[config.mk]
export PLATFORM = sky130hd
export DESIGN_NAME = sq_fetch_sequencer
export DESIGN_NICKNAME = d
export VERILOG_FILES = /design/src/rtl/agc_timing_pkg.sv /design/src/rtl/agc_tp_counter.sv /design/src/rtl/sq_fetch_sequencer.sv
export SDC_FILE = /design/constraint.sdc
export NUM_CORES = 1
export LEC_CHECK = 0
export CAP_MARGIN = 0
export CORE_MARGIN = 2
export CORE_UTILIZATION = 45
export DETAILED_ROUTE_END_ITERATION = 10
export GPL_TIMING_DRIVEN = 0
export PLACE_DENSITY = 0.77
export SKIP_CTS_REPAIR_TIMING = 1
export SLEW_MARGIN = 20
export SYNTH_ARGS = -nofsm -noshare
export SYNTH_HDL_FRONTEND = slang
export SYNTH_SLANG_ARGS = --single-unit
[constraint.sdc]
create_clock -name SIM_CLK -period 2.45 [get_ports SIM_CLK]
set_input_delay 0.3675 -clock SIM_CLK [delete_from_list [all_inputs] [get_ports SIM_CLK]]
set_output_delay 0.3675 -clock SIM_CLK [all_outputs]
set_load 0.01 [all_outputs]
[src/rtl/agc_timing_pkg.sv]
`default_nettype none
// ============================================================================
// Package     : agc_timing_pkg
// Description : Shared timing constants, state encoding and time-pulse type
//               for the SQ fetch sequencer and its time-pulse counter.
//               NT         - time pulses per memory cycle (MCT), counted 1..NT
//               STALL_TP   - pulse at which a fetch MCT waits for memory data
//               START_ADDR - first fetch address after a GOJAM restart
// Revision    : 1.0 - initial release
// ============================================================================
package agc_timing_pkg;

  localparam int TP_W = 4;
  localparam int NT = 12;
  localparam int STALL_TP = 6;
  localparam logic [11:0] START_ADDR = 12'o4000;

  typedef logic [TP_W-1:0] tp_t;

  typedef enum logic [1:0] {
    RUN   = 2'd0,
    STALL = 2'd1,
    LOAD  = 2'd2
  } seq_state_e;

  // Time-pulse number as a counter-width value.
  function automatic tp_t tp_val(input int n);
    return tp_t'(n);
  endfunction

endpackage
`default_nettype wire

[src/rtl/agc_tp_counter.sv]
`default_nettype none
// ============================================================================
// Module      : agc_tp_counter
// Description : Time-pulse counter running 1..COUNT_MAX and wrapping to 1.
//               The count freezes while hold is high. T02 and T12_n are
//               registered alongside the count so they align with tp.
// Ports       : clk   - clock, one time pulse per cycle
//               rst   - synchronous active-high clear (tp=1)
//               hold  - freeze the count this cycle
//               tp    - current time pulse number
//               t02   - high while tp==2
//               t12_n - low while tp==COUNT_MAX
// Revision    : 1.0 - initial release
// ============================================================================
module agc_tp_counter
  import agc_timing_pkg::*;
#(
  parameter int COUNT_MAX = NT
) (
  input  logic            clk,
  input  logic            rst,
  input  logic            hold,
  output logic [TP_W-1:0] tp,
  output logic            t02,
  output logic            t12_n
);

  logic [TP_W-1:0] tp_next;

  always_comb begin
    tp_next = (tp == tp_val(COUNT_MAX)) ? tp_val(1) : tp + tp_val(1);
  end

  always_ff @(posedge clk) begin
    if (rst) begin
      tp    <= tp_val(1);
      t02   <= 1'b0;
      t12_n <= 1'b1;
    end else if (!hold) begin
      tp    <= tp_next;
      t02   <= (tp_next == tp_val(2));
      t12_n <= (tp_next != tp_val(COUNT_MAX));
    end
  end

endmodule
`default_nettype wire

[src/rtl/sq_fetch_sequencer.sv]
`default_nettype none
// ============================================================================
// Module      : sq_fetch_sequencer
// Description : Generates the MCT time pulses and the next-instruction fetch
//               handshake feeding the SQ register. At the last MCT of an
//               instruction it pulses NISQ, fetches the next word and, in the
//               following fetch MCT, strobes it onto the write lines at T12.
// Ports       : SIM_CLK   - clock, one time pulse per cycle
//               SIM_RST   - synchronous active-high reset
//               GOJAM     - restart; as reset, but arms a START_ADDR fetch
//               INST_DONE - current MCT is the instruction's last (TP1..10)
//               Z_ADDR    - next instruction address
//               MEM_ACK   - memory data valid pulse
//               MEM_DATA  - memory word, valid with MEM_ACK
//               MEM_REQ   - fetch request, held until MEM_ACK
//               MEM_ADDR  - fetch address, stable while MEM_REQ is high
//               TP        - current time pulse 1..12
//               T02       - high while TP==2
//               T12_n     - low while TP==12
//               NISQ      - one-cycle next-instruction pulse at TP11
//               WT_n      - write-bus strobe, active low
//               WL_n      - write lines, active low, all ones when idle
//               FETCH_MCT - current MCT is an instruction fetch
// Revision    : 1.0 - initial release
// ============================================================================
module sq_fetch_sequencer
  import agc_timing_pkg::*;
(
  input  logic            SIM_CLK,
  input  logic            SIM_RST,
  input  logic            GOJAM,
  input  logic            INST_DONE,
  input  logic [11:0]     Z_ADDR,
  input  logic            MEM_ACK,
  input  logic [15:0]     MEM_DATA,
  output logic            MEM_REQ,
  output logic [11:0]     MEM_ADDR,
  output logic [TP_W-1:0] TP,
  output logic            T02,
  output logic            T12_n,
  output logic            NISQ,
  output logic            WT_n,
  output logic [15:0]     WL_n,
  output logic            FETCH_MCT
);

  localparam logic [TP_W-1:0] TP_NISQ_PRE = tp_val(NT - 2);
  localparam logic [TP_W-1:0] TP_LOAD_PRE = tp_val(NT - 1);
  localparam logic [TP_W-1:0] TP_LAST     = tp_val(NT);
  localparam logic [TP_W-1:0] TP_STALL    = tp_val(STALL_TP);

  seq_state_e  state;
  logic        pending_nisq;
  logic        armed;       // a fetch is owed after reset/GOJAM
  logic        use_start;   // next fetch goes to START_ADDR
  logic        data_ok;     // fetch_buf holds this MCT's word
  logic [15:0] fetch_buf;

  logic restart;
  logic ack_ok;
  logic tp_hold;
  logic next_fetch;

  assign restart    = SIM_RST | GOJAM;
  // An acknowledge only counts against an outstanding request, so strays
  // outside a fetch and late ones after an abort are dropped.
  assign ack_ok     = MEM_ACK & MEM_REQ;
  // Freeze at the stall pulse until the word arrives; the same term keeps
  // the counter frozen for the whole STALL state.
  assign tp_hold    = FETCH_MCT & MEM_REQ & ~MEM_ACK & (TP == TP_STALL);
  assign next_fetch = pending_nisq | armed;

  agc_tp_counter #(
    .COUNT_MAX(NT)
  ) u_tp_counter (
    .clk  (SIM_CLK),
    .rst  (restart),
    .hold (tp_hold),
    .tp   (TP),
    .t02  (T02),
    .t12_n(T12_n)
  );

  always_ff @(posedge SIM_CLK) begin
    if (restart) begin
      state        <= RUN;
      pending_nisq <= 1'b0;
      armed        <= 1'b1;
      use_start    <= GOJAM;
      data_ok      <= 1'b0;
      fetch_buf    <= 16'h0000;
      MEM_REQ      <= 1'b0;
      MEM_ADDR     <= 12'h000;
      NISQ         <= 1'b0;
      WT_n         <= 1'b1;
      WL_n         <= 16'hFFFF;
      FETCH_MCT    <= 1'b1;
    end else begin
      NISQ <= 1'b0;

      if (INST_DONE && (TP <= TP_NISQ_PRE)) begin
        pending_nisq <= 1'b1;
      end

      // INST_DONE seen in the TP10 cycle itself still fires NISQ at TP11.
      if (TP == TP_NISQ_PRE) begin
        NISQ <= pending_nisq | INST_DONE;
      end

      if (ack_ok) begin
        fetch_buf <= MEM_DATA;
        data_ok   <= 1'b1;
        MEM_REQ   <= 1'b0;
      end

      case (state)
        RUN: begin
          if (tp_hold) begin
            state <= STALL;
          end else if ((TP == TP_LOAD_PRE) && FETCH_MCT && data_ok) begin
            state <= LOAD;
            WT_n  <= 1'b0;
            WL_n  <= ~fetch_buf;
          end
        end
        STALL: begin
          if (ack_ok) begin
            state <= RUN;
          end
        end
        LOAD: begin
          state <= RUN;
          WT_n  <= 1'b1;
          WL_n  <= 16'hFFFF;
        end
        default: state <= RUN;
      endcase

      // MCT boundary: decide whether the next MCT fetches and launch it.
      if (TP == TP_LAST) begin
        FETCH_MCT    <= next_fetch;
        pending_nisq <= 1'b0;
        armed        <= 1'b0;
        data_ok      <= 1'b0;
        if (next_fetch) begin
          MEM_REQ   <= 1'b1;
          MEM_ADDR  <= use_start ? START_ADDR : Z_ADDR;
          use_start <= 1'b0;
        end
      end
    end
  end

endmodule
`default_nettype wire
==> run metrics <==
starting density of the core=a little under half; CTS root buf=clkbuf_8; clock network fraction of total power=between 40% and 50%; port buffer count=70; Seq pwr share=a little over 50%; Met1 Routed Length=2582 um; Ports=71; combinational share of power=6.1%; TritonCTS clock tree=done; Total Routing Usage GR=approximately a fifth; Mapped Nets=about 300; met2 WL post-DR=between 2000 and 3000 um; distinct cell type count after synthesis=38; detailed placer's ending HPWL=between 4000 and 5000 um; Routed WL per cell=roughly 14 um; core area=slightly above 0.005 mm^2; antenna-violating nets left=0; DR top layer=met4; crit path capture type=register; largest net degree at the start of global routing=11; largest fanout on the critical path=10; Setup CP Type=reg2reg; sink of the worst hold path=MEM_ADDR[5]; Post-Syn Area per Cell=between 9 and 10 um^2; ant diodes=0; sequential element share of the synthesized area=roughly half; clk sink count=60; P_leak=roughly 1.2 nW; Slew Limit Fails=0; met3 WL=237 um; post-synth top area cell=dfxtp_1; worst hold stages=2; area grow syn2layout=41.72%; initial drt markers=approximately 120; row count=26; hold_sp=MEM_ADDR[5]; Inserted Clock Buffers=9; unrepaired setup endpoints after global routing=false; Net Switching=~430 uW; cell area power density=a little under 600 mW/mm^2; CTS H-tree lvls=3; internal power=around 1.5 mW; clock latency on the worst-skew pair=approximately 340 ps; relative slew slack=60.15%; r2r setup slk=between 400 and 500 ps; antenna violations before repair=0; Post-Syn Area=~0.0024 mm^2; CTS Buffer Depth=2; synth warn=0; Crit path required time=2710 ps; switching portion of total power=22.03%; WL final=between 5000 and 6000 um; # setup viols final=0; RR Startpoint=u_tp_counter.tp[0]; share of the synthesized area in the top cell type=between 50% and 60%; TNS Setup=0 ps; vias in the first global route=2084; worst-margin pin slew=slightly below 600 ps; layout cells sized above 1=under 10%; nets=between 300 and 400; vias=around 2200; clk_skew=around 7.0 ps; Die ar.=about 0.006 mm^2; R2R cell count=7; Via density=approximately 5.2; GRT Residual Overflow=0; gpl congestion=0.8077; die width=approximately 76 um; cells after synthesis=260; status=finished, final reports clean; crit path time final=about 2000 ps; Startpoint Class=register; MaxCap Viol Count=0; first-pass GRT wire length=9770 um; Peak VDD IR=around 440 uV; Hold Path Class=reg2reg; DR pass1 iterations=4; WP data arrival=around 2300 ps; Clk pin slew, worst setup/hold paths=about 60 ps; dominant cells by area after synthesis=dfxtp_1, nand2_1, a21oi_1, a32oi_1, nand3b_1; Max Fclk=roughly 500 MHz; DIE HEIGHT=roughly 76 um; Hold Fails Final Rpt=0; reg2reg end=MEM_ADDR[8]; commonest non-fill, non-tap cell in the layout=clkdlybuf4s50_1; total power=~2.0 mW; register bit total from synthesis=60; most frequent cells in the layout=clkdlybuf4s50_1, dfxtp_1, nand2_1; DRC Markers=0; Tcrit/Tclk final=81.13%
==> power groups by stage <==
stage	Sequential (mW)	Clock, mW	Combinational (mW)
final	0.991	0.854	0.119
after global routing	0.991	0.911	0.130
after CTS	0.991	0.867	0.120
after detailed placement	1.01	0	0.119
after global placement	1.01	0	0.120
after floorplan	1.01	0	0.0451
==> stage by stage <==
step,utilization (%),cells,area (um^2),hold WS [ps],worst slack [ps]
final,65.83,415,3341,447.8,462.4
after global routing,65.83,415,3341,470.1,317.9
after CTS,65.83,415,3341,452.5,447.5
after detailed placement,61.98,400,3146,436.7,337.5
after global placement,61.98,400,3146,427.1,362.6
after floorplan,-,260,2357,412.4,733.7
==> worst max path at each step <==
stage	from	end	slack (ps)	cells past startpoint
final	u_tp_counter.tp[0]	MEM_ADDR[8]	460	7
after global placement	MEM_ACK	fetch_buf[15]	360	6
after CTS	u_tp_counter.tp[0]	MEM_ADDR[8]	450	7
after global routing	u_tp_counter.tp[0]	MEM_ADDR[8]	320	7
after detailed placement	MEM_ACK	fetch_buf[9]	340	6
after floorplan	u_tp_counter.tp[0]	WL_n[5]	730	6
==> critical path: stages (launching register included) <==
cell,delay [ps]
dfxtp_1,510
inv_1,110
ha_1,260
and3_2,240
o21ai_0,230
buf_2,330
nand2_1,90
a21oi_1,120
==> cell families (layout without fill, tap and decap cells) <==
logic type | Yosys count | count (layout) | synth area share [%]
AND/OR/NAND/NOR | 112 | 112 | 23.46
flip-flops | 60 | 60 | 51.38
AO/OA/AOI/OAI | 58 | 58 | 15.61
buffers and inverters | 22 | 107 | 5.733
adder cells (fa/ha/maj) | 4 | 4 | 2.123
multiplexers | 4 | 4 | 1.699
==> cell type report <==
cell class	instances	area (um^2)
Fill cell	459	1734
Sequential cell	60	1211
Multi-Input combinational cell	178	1011
Timing Repair Buffer	70	700.7
Clock buffer	12	176.4
Buffer	19	123.9
Tap cell	70	87.58
Clock inverter	3	18.77
Inverter	3	11.26
==> layer usage <==
layer  vias up  track usage [%]
met3        13            6.635
met1      1014            25.81
met4         0            10.36
li1       1077                -
met5         -                0
met2        50            33.63
==> sequential cells by signal, summed over array words and instances (netlist names) <==
| register | count |
|---|---|
| FETCH_MCT | 1 |
| MEM_ADDR | 12 |
| MEM_REQ | 1 |
| NISQ | 1 |
| WL_n | 16 |
| WT_n | 1 |
| armed | 1 |
| data_ok | 1 |
| fetch_buf | 16 |
| pending_nisq | 1 |
| state | 2 |
| u_tp_counter.t02 | 1 |
| u_tp_counter.t12_n | 1 |
| u_tp_counter.tp | 4 |
| use_start | 1 |
==> Yosys cell counts <==
master	n
a211o_2	1
a21o_1	2
a21oi_1	32
a31oi_1	1
a32oi_1	15
a41oi_1	1
and2_1	1
and3_1	2
and3_2	1
buf_1	2
buf_2	4
buf_4	1
buf_6	4
clkbuf_1	6
dfxtp_1	59
dlygate4sd1_1	1
dlymetal6s2s_1	1
edfxtp_1	1
ha_1	4
inv_1	3
mux2i_1	4
nand2_1	51
nand2b_1	1
nand3_1	3
nand3b_1	12
nand3b_4	1
nand4_1	2
nor2_1	24
nor2_8	1
nor2b_1	2
nor3_1	7
nor4_1	1
nor4bb_1	1
o21ai_0	4
o31ai_1	1
o41ai_1	1
or2_2	1
or3_4	1
Power figures use the tool's default switching activity.
